`src/rtl/alu_pkg.sv`:
```
`default_nettype none
// ============================================================================
// Module   : alu_pkg
// Purpose  : Shared op-codes, FSM encoding and default widths for the ALU
//            issue stage and its register file.
// Revision : 1.0 - initial release
// ============================================================================
package alu_pkg;

    localparam int ALU_DATA_W = 32;
    localparam int ALU_ADDR_W = 3;
    localparam int ALU_REG_N  = 8;
    localparam int ALU_IMM_W  = 16;

    localparam logic [2:0] OP_NOP = 3'b000;
    localparam logic [2:0] OP_ADD = 3'b001;
    localparam logic [2:0] OP_SUB = 3'b010;
    localparam logic [2:0] OP_AND = 3'b011;
    localparam logic [2:0] OP_XOR = 3'b100;
    localparam logic [2:0] OP_SLL = 3'b101;
    localparam logic [2:0] OP_SRL = 3'b110;

    typedef enum logic [1:0] {
        IDLE = 2'd0,
        READ = 2'd1,
        EXEC = 2'd2,
        WB   = 2'd3
    } state_t;

    // Op-codes 000 and 111 have no ALU function behind them.
    function automatic logic op_is_illegal(input logic [2:0] op);
        return (op == 3'b000) || (op == 3'b111);
    endfunction

endpackage
`default_nettype wire

```
`src/rtl/alu_regfile.sv`:
```
`default_nettype none
// ============================================================================
// Module   : alu_regfile
// Purpose  : REG_N x DATA_W register file. Two asynchronous operand read
//            ports, one asynchronous debug read port, one synchronous write
//            port. r0 is hardwired to zero; contents clear on async reset.
// Revision : 1.0 - initial release
// ============================================================================
module alu_regfile
    import alu_pkg::*;
#(
    parameter int DATA_W = ALU_DATA_W,
    parameter int REG_N  = ALU_REG_N,
    parameter int ADDR_W = ALU_ADDR_W
) (
    input  logic              clk,
    input  logic              rst_n,
    input  logic [ADDR_W-1:0] i_rs1_addr,
    input  logic [ADDR_W-1:0] i_rs2_addr,
    input  logic [ADDR_W-1:0] i_dbg_addr,
    output logic [DATA_W-1:0] o_rs1_data,
    output logic [DATA_W-1:0] o_rs2_data,
    output logic [DATA_W-1:0] o_dbg_data,
    input  logic              i_wr_en,
    input  logic [ADDR_W-1:0] i_wr_addr,
    input  logic [DATA_W-1:0] i_wr_data
);

    logic [DATA_W-1:0] w_regs [REG_N];

    // r0 has no storage, so writes to it vanish and reads return zero.
    assign w_regs[0] = '0;

    for (genvar gi = 1; gi < REG_N; gi++) begin : g_reg
        logic [DATA_W-1:0] data_q;
        logic [DATA_W-1:0] data_d;

        // Next value: take write data when this entry is addressed.
        always_comb begin
            data_d = data_q;
            if (i_wr_en && (i_wr_addr == ADDR_W'(gi))) begin
                data_d = i_wr_data;
            end
        end

        // Storage flop, cleared on reset.
        always_ff @(posedge clk or negedge rst_n) begin
            if (!rst_n) begin
                data_q <= '0;
            end else begin
                data_q <= data_d;
            end
        end

        assign w_regs[gi] = data_q;
    end

    assign o_rs1_data = w_regs[i_rs1_addr];
    assign o_rs2_data = w_regs[i_rs2_addr];
    assign o_dbg_data = w_regs[i_dbg_addr];

endmodule
`default_nettype wire

```
`src/rtl/alu_issue_stage.sv`:
```
`default_nettype none
// ============================================================================
// Module   : alu_issue_stage
// Purpose  : Multi-cycle operand/issue stage for an external combinational
//            32-bit ALU. IDLE -> READ -> EXEC -> WB, accepting a new
//            instruction in IDLE or WB. Drives registered A/B/sel, captures
//            O/Z, writes back and keeps a sticky zero flag.
// Options  : ALU_OPCHECK_EN - flag op-codes 000/111, suppress their write-back
//            and pulse err in WB. Undefined: ops pass through, err tied 0.
// Revision : 1.0 - initial release
// ============================================================================
module alu_issue_stage
    import alu_pkg::*;
#(
    parameter int DATA_W = ALU_DATA_W,
    parameter int REG_N  = ALU_REG_N,
    parameter int ADDR_W = ALU_ADDR_W,
    parameter int IMM_W  = ALU_IMM_W
) (
    input  logic              clk,
    input  logic              rst_n,
    input  logic              in_valid,
    output logic              in_ready,
    input  logic [2:0]        in_op,
    input  logic [ADDR_W-1:0] in_rd,
    input  logic [ADDR_W-1:0] in_rs1,
    input  logic [ADDR_W-1:0] in_rs2,
    input  logic              in_use_imm,
    input  logic [IMM_W-1:0]  in_imm,
    output logic [DATA_W-1:0] alu_a,
    output logic [DATA_W-1:0] alu_b,
    output logic [2:0]        alu_sel,
    input  logic [DATA_W-1:0] alu_o,
    input  logic              alu_z,
    output logic              done,
    output logic              z_flag,
    output logic              err,
    input  logic [ADDR_W-1:0] dbg_addr,
    output logic [DATA_W-1:0] dbg_data
);

    state_t            state_q,   state_d;
    logic [2:0]        op_q,      op_d;
    logic [ADDR_W-1:0] rd_q,      rd_d;
    logic [ADDR_W-1:0] rs1_q,     rs1_d;
    logic [ADDR_W-1:0] rs2_q,     rs2_d;
    logic              use_imm_q, use_imm_d;
    logic [IMM_W-1:0]  imm_q,     imm_d;
    logic [DATA_W-1:0] alu_a_q,   alu_a_d;
    logic [DATA_W-1:0] alu_b_q,   alu_b_d;
    logic [2:0]        alu_sel_q, alu_sel_d;
    logic [DATA_W-1:0] result_q,  result_d;
    logic              res_z_q,   res_z_d;
    logic              z_flag_q,  z_flag_d;

    logic              w_accept;
    logic              w_illegal;
    logic              w_wr_en;
    logic [DATA_W-1:0] w_rs1_data;
    logic [DATA_W-1:0] w_rs2_data;
    logic [DATA_W-1:0] w_imm_sext;

    assign in_ready   = (state_q == IDLE) || (state_q == WB);
    assign w_accept   = in_valid && in_ready;
    assign w_imm_sext = {{(DATA_W-IMM_W){imm_q[IMM_W-1]}}, imm_q};

`ifdef ALU_OPCHECK_EN
    logic illegal_q, illegal_d;

    // Classify the op once at accept; it rides along with the instruction.
    always_comb begin
        illegal_d = illegal_q;
        if (w_accept) begin
            illegal_d = op_is_illegal(in_op);
        end
    end

    // Illegal-op marker flop.
    always_ff @(posedge clk or negedge rst_n) begin
        if (!rst_n) begin
            illegal_q <= 1'b0;
        end else begin
            illegal_q <= illegal_d;
        end
    end

    assign w_illegal = illegal_q;
    assign err       = (state_q == WB) && illegal_q;
`else
    assign w_illegal = 1'b0;
    assign err       = 1'b0;
`endif

    alu_regfile #(
        .DATA_W (DATA_W),
        .REG_N  (REG_N),
        .ADDR_W (ADDR_W)
    ) u_regfile (
        .clk        (clk),
        .rst_n      (rst_n),
        .i_rs1_addr (rs1_q),
        .i_rs2_addr (rs2_q),
        .i_dbg_addr (dbg_addr),
        .o_rs1_data (w_rs1_data),
        .o_rs2_data (w_rs2_data),
        .o_dbg_data (dbg_data),
        .i_wr_en    (w_wr_en),
        .i_wr_addr  (rd_q),
        .i_wr_data  (result_q)
    );

    // Next-state, instruction latch, operand load, result capture, write-back.
    always_comb begin
        state_d   = state_q;
        op_d      = op_q;
        rd_d      = rd_q;
        rs1_d     = rs1_q;
        rs2_d     = rs2_q;
        use_imm_d = use_imm_q;
        imm_d     = imm_q;
        alu_a_d   = alu_a_q;
        alu_b_d   = alu_b_q;
        alu_sel_d = alu_sel_q;
        result_d  = result_q;
        res_z_d   = res_z_q;
        z_flag_d  = z_flag_q;
        w_wr_en   = 1'b0;

        if (w_accept) begin
            op_d      = in_op;
            rd_d      = in_rd;
            rs1_d     = in_rs1;
            rs2_d     = in_rs2;
            use_imm_d = in_use_imm;
            imm_d     = in_imm;
        end

        case (state_q)
            IDLE: begin
                if (w_accept) begin
                    state_d = READ;
                end
            end
            READ: begin
                alu_a_d   = w_rs1_data;
                alu_b_d   = use_imm_q ? w_imm_sext : w_rs2_data;
                alu_sel_d = w_illegal ? OP_NOP : op_q;
                state_d   = EXEC;
            end
            EXEC: begin
                result_d = alu_o;
                res_z_d  = alu_z;
                state_d  = WB;
            end
            WB: begin
                // The write lands on the same edge that may accept the next
                // instruction, so its READ already sees the new value.
                if (!w_illegal) begin
                    w_wr_en  = (rd_q != '0);
                    z_flag_d = res_z_q;
                end
                state_d = w_accept ? READ : IDLE;
            end
            default: state_d = IDLE;
        endcase
    end

    // State and datapath registers; reset aborts any instruction in flight.
    always_ff @(posedge clk or negedge rst_n) begin
        if (!rst_n) begin
            state_q   <= IDLE;
            op_q      <= '0;
            rd_q      <= '0;
            rs1_q     <= '0;
            rs2_q     <= '0;
            use_imm_q <= 1'b0;
            imm_q     <= '0;
            alu_a_q   <= '0;
            alu_b_q   <= '0;
            alu_sel_q <= '0;
            result_q  <= '0;
            res_z_q   <= 1'b0;
            z_flag_q  <= 1'b0;
        end else begin
            state_q   <= state_d;
            op_q      <= op_d;
            rd_q      <= rd_d;
            rs1_q     <= rs1_d;
            rs2_q     <= rs2_d;
            use_imm_q <= use_imm_d;
            imm_q     <= imm_d;
            alu_a_q   <= alu_a_d;
            alu_b_q   <= alu_b_d;
            alu_sel_q <= alu_sel_d;
            result_q  <= result_d;
            res_z_q   <= res_z_d;
            z_flag_q  <= z_flag_d;
        end
    end

    assign alu_a   = alu_a_q;
    assign alu_b   = alu_b_q;
    assign alu_sel = alu_sel_q;
    assign done    = (state_q == WB);
    assign z_flag  = z_flag_q;

endmodule
`default_nettype wire

```
`config.mk`:
```
export PLATFORM = sky130hd
export DESIGN_NAME = alu_issue_stage
export DESIGN_NICKNAME = d
export VERILOG_FILES = /design/src/rtl/alu_pkg.sv /design/src/rtl/alu_regfile.sv /design/src/rtl/alu_issue_stage.sv
export SDC_FILE = /design/constraint.sdc
export NUM_CORES = 1
export LEC_CHECK = 0
export CORE_UTILIZATION = 45
export DETAILED_ROUTE_END_ITERATION = 10
export PLACE_DENSITY = 0.73
export SYNTH_ARGS = -nofsm -noshare
export SYNTH_HDL_FRONTEND = slang
export SYNTH_SLANG_ARGS = --single-unit
```
`constraint.sdc`:
```
create_clock -name clk -period 3.2 [get_ports clk]
set_clock_uncertainty 0.1 [all_clocks]
set_input_delay 0.32 -clock clk [delete_from_list [all_inputs] [get_ports clk]]
set_output_delay 0.32 -clock clk [all_outputs]
set_load 0.05 [all_outputs]
```
==> results by stage <==
Setup path:
- The required arrival time at the worst endpoint is 2.78 ns.
- The data arrival time of the critical path is 2.42 ns.
- In this run the worst path has a maximum fanout of 6.
- The delay of the slowest cell on the worst path is 0.80 ns.
- The element type at the critical path end is an output pin.
- The worst register-to-register path has a setup slack of 0.65 ns.
- The family with the most delay on the worst path is buffers and inverters.
- STA classifies the critical path startpoint as a flop.
- The start-to-end type of the worst setup path is reg -> out.
- The cell depth of the worst flop-to-flop path is 3.
- The launch instance of the worst register-to-register path is rs1_q[1].
- The worst path buffer plus inverter count is 3.
- The cell seen most often among critical-path stages is sky130_fd_sc_hd__inv_1.
- The slowest stage of the critical path belongs to the cell sky130_fd_sc_hd__clkdlybuf4s50_1.
- The signal on the critical path passes through inv_1, ha_1, inv_1, clkdlybuf4s50_1.
- In this run the critical register-to-register path is captured at alu_a[0].

Synth:
- The netlist area before placement is 0.0188 mm².
- Synthesis produced 1,444 cells.
- The synthesized design spends more area on one cell type than any other, namely sky130_fd_sc_hd__dfrtp_1.
- The count of warnings emitted by yosys is 0.
- The mean cell area of the mapped netlist is 13.0 µm².
- The number of flip-flops and latches in the synthesized netlist is 356.
- The fraction of the yosys area taken by sequential cells is 47.3%.
- The dominant synthesized flop cell is sky130_fd_sc_hd__dfrtp_1.
- By area the synthesized netlist is led by sky130_fd_sc_hd__dfrtp_1, sky130_fd_sc_hd__mux2_2, sky130_fd_sc_hd__mux4_2.
- The number of synthesized flops with an enable pin is 0.
- The number of different library cells used by synthesis comes to 42.
- The number of nets produced by synthesis is 1,518.
- The share of synthesized area in the top cell type comes to 47.3%.
- After synthesis, the share of flip-flops with an asynchronous set or reset is 100%.

Drt:
- The detail route stage leaves a number of antenna-violating nets equal to 0.
- The vias per cell is 6.25.
- The count of TritonRoute iterations in the first routing pass is 10.
- The sum of routed wire length over all layers is 54,100 µm.
- For this block, the via count after detailed routing is 13,500.
- The first routing iteration left 1,119 violations.
- In the final routed layout, each cell accounts on average for 25.1 µm.
- The detailed-route DRC error count is 7.

Cells and area:
- The post-route standard cell area excluding fillers is 0.0228 mm².
- The net count of the finished layout is 1,662.
- The final instance count without filler cells is 2,152.
- Cells with a size suffix above 1 make up 37.9% of the layout.
- Cells fill 55.7% of the core in the end.
- Leaving out fill and tap cells, the most frequent cell in the layout is sky130_fd_sc_hd__mux2_2.
- The fill cell total of the finished layout is 3,304.
- The area growth from synthesis to layout is 21.4%.
- In the layout the commonest cells are sky130_fd_sc_hd__mux2_2, sky130_fd_sc_hd__dfrtp_1, sky130_fd_sc_hd__clkdlybuf4s50_1.

STA:
- The final critical path takes up 88.6% of the cycle.
- The number of setup violations in the final report is 0.
- After routing, the total negative slack on setup checks comes to 0 ns.
- In this run the tightest slew margin relative to its limit is 23.9%.
- The number of hold violations in the final report is 0.
- The number of max-slew violations in the final report is 0.
- Setup repair after global routing left no endpoint under its margin.
- The worst path meets setup with 0.364 ns of slack.
- The actual transition at the worst max-transition pin is 1.14 ns.
- The post-layout minimum cycle time is 2.84 ns.
- Static timing analysis puts the maximum clock frequency at 353 MHz.
- The final worst hold slack is 0.237 ns.

Clocking:
- The number of hold buffers added after CTS was 1.
- The clock transition at the registers of the reported paths is 0.06 ns.
- Buffers inserted during clock tree synthesis total 40.
- The clock passes through at most 3 buffers.
- The number of instances resized during post-cts repair is 0.
- The depth of the CTS H-tree is 2.
- The number of setup buffers added after CTS is 0.
- TritonCTS built the clock tree.
- The clock insertion delay at the later pin of the skew report is 0.57 ns.
- The cell sitting at the root of the clock tree is a sky130_fd_sc_hd__clkbuf_16.
- The clock net sink count is 356.

Floorplanning:
- The horizontal die dimension is 206 µm.
- The number of placement rows is 74.
- The initial utilization of the core area, before any placement, comes to 45.9%.
- The floorplan step defined a die boundary enclosing 0.0426 mm².
- The number of I/O pins is 171.
- The die outline height is 206 µm.
- The area of the core is 0.0410 mm².

Place:
- The placed wire-length estimate is 34,900 µm.
- At the end of routability-driven placement, the weighted congestion stood at 0.842.
- The number of placed instances, taps included, is 2,077.
- Before CTS, the worst setup slack after placement is 0.617 ns.
- The count of buffers inserted at the top-level ports is 169.
- The instance area at placement is 0.0215 mm².

Outcome:
- The checks that failed: design-rule violations.
- The flow ran to the end, but the final reports show violations.

GRT:
- The number of global-route vias before repair is 13,800.
- The first global-routing pass estimated 83,300 µm of wire.
- The initial antenna violation count is 1.
- Entering global routing, the biggest net connects 80 pins.
- The aggregate global-route resource usage is 26.0%.
- Global routing finished with a remaining overflow of 0.

Power:
- The areal power density over the cells is 1240 mW/mm².
- The total design power is 28.3 mW.
- The maximum ir drop on the vdd rail is 836 µV.
- The leakage power figure is 9.61 nW.

Job:
- The tool flagged a number of max-cap violations equal to 0.

Hold path:
- The tightest min-delay check is of the in -> async type.
worst reg2reg max path: stages, from the launching register on:
cell and delay [ns]:
sky130_fd_sc_hd__dfrtp_4 0.75, sky130_fd_sc_hd__nor3b_4 1.02, sky130_fd_sc_hd__a221oi_1 0.36, sky130_fd_sc_hd__a21oi_1 0.23
final cells by class:
type	count	area (µm²)	share of cell area, %
Antenna cell	1	2.50	0.0110
Clock buffer	55	1160	5.08
Clock inverter	18	215	0.942
Inverter	12	45.0	0.197
Multi-Input combinational cell	943	9220	40.4
Sequential cell	356	8920	39.0
Tap cell	532	666	2.91
Timing Repair Buffer	235	2620	11.5
flip-flops by register name, summed over array words and instances, names as in the netlist:
register            flops
use_imm_q               1
imm_q                  16
op_q                    3
z_flag                  1
res_z_q                 1
rs1_q                   3
alu_b                  32
state_q                 2
alu_a                  32
rs2_q                   3
rd_q                    3
u_regfile.g.data_q    224
alu_sel                 3
result_q               32
worst max path at each step:
stage	startpoint	end	slack, ns	cells past startpoint
3_5_place_dp	dbg_addr[0]	dbg_data[2]	0.62	6
4_1_cts	state_q[0]	in_ready	0.33	4
5_1_grt	state_q[0]	in_ready	0.22	4
2_1_floorplan	dbg_addr[0]	dbg_data[11]	0.66	5
3_3_place_gp	dbg_addr[1]	dbg_data[7]	0.62	5
6_report	state_q[0]	in_ready	0.36	4
synth_stat cells, types with 9 or more instances:
master                       n
sky130_fd_sc_hd__inv_1      12
sky130_fd_sc_hd__buf_2      64
sky130_fd_sc_hd__o21ai_1    26
sky130_fd_sc_hd__a221oi_2   10
sky130_fd_sc_hd__clkbuf_1   36
sky130_fd_sc_hd__buf_4      18
sky130_fd_sc_hd__a21oi_1    27
sky130_fd_sc_hd__o21ai_0    15
sky130_fd_sc_hd__nand2_1    56
sky130_fd_sc_hd__a22oi_1    70
sky130_fd_sc_hd__mux4_2     47
sky130_fd_sc_hd__mux2_1     24
sky130_fd_sc_hd__a221oi_1   47
sky130_fd_sc_hd__a221o_1    17
sky130_fd_sc_hd__mux2_2    375
sky130_fd_sc_hd__o21a_1     22
sky130_fd_sc_hd__dfrtp_1   356
sky130_fd_sc_hd__o211ai_1   15
sky130_fd_sc_hd__nor2_1     42
sky130_fd_sc_hd__a21o_1      9
sky130_fd_sc_hd__mux2i_1    85
sky130_fd_sc_hd__o22ai_1    25
routing by layer:
| metal | global-route usage, % | part of all wire [%] |
|---|---|---|
| met1 | 35.1 | 42 |
| met2 | 41.0 | 47 |
| met3 | 5.44 | 7.4 |
| met4 | 9.48 | 3.2 |
| met5 | 0 | 0 |
kinds of logic (layout without fill, tap and decap cells):
group | after synthesis | count (layout) | synth area share (%)
AND/OR/NAND/NOR | 119 | 119 | 2.84
multiplexers | 531 | 531 | 34.0
buffers and inverters | 145 | 320 | 4.08
adder cells (fa/ha/maj) | 6 | 6 | 0.399
flip-flops | 356 | 356 | 47.3
other | 1 | 2 | 0.0199
AO/OA/AOI/OAI | 286 | 286 | 11.3
power by group:
| part | switching (mW) | total [mW] | internal, mW |
|---|---|---|---|
| Clock | 1.91 | 4.78 | 2.87 |
| Combinational | 7.39 | 14.1 | 6.75 |
| Sequential | 2.61 | 9.38 | 6.76 |
(Power assumes the default switching activity.)
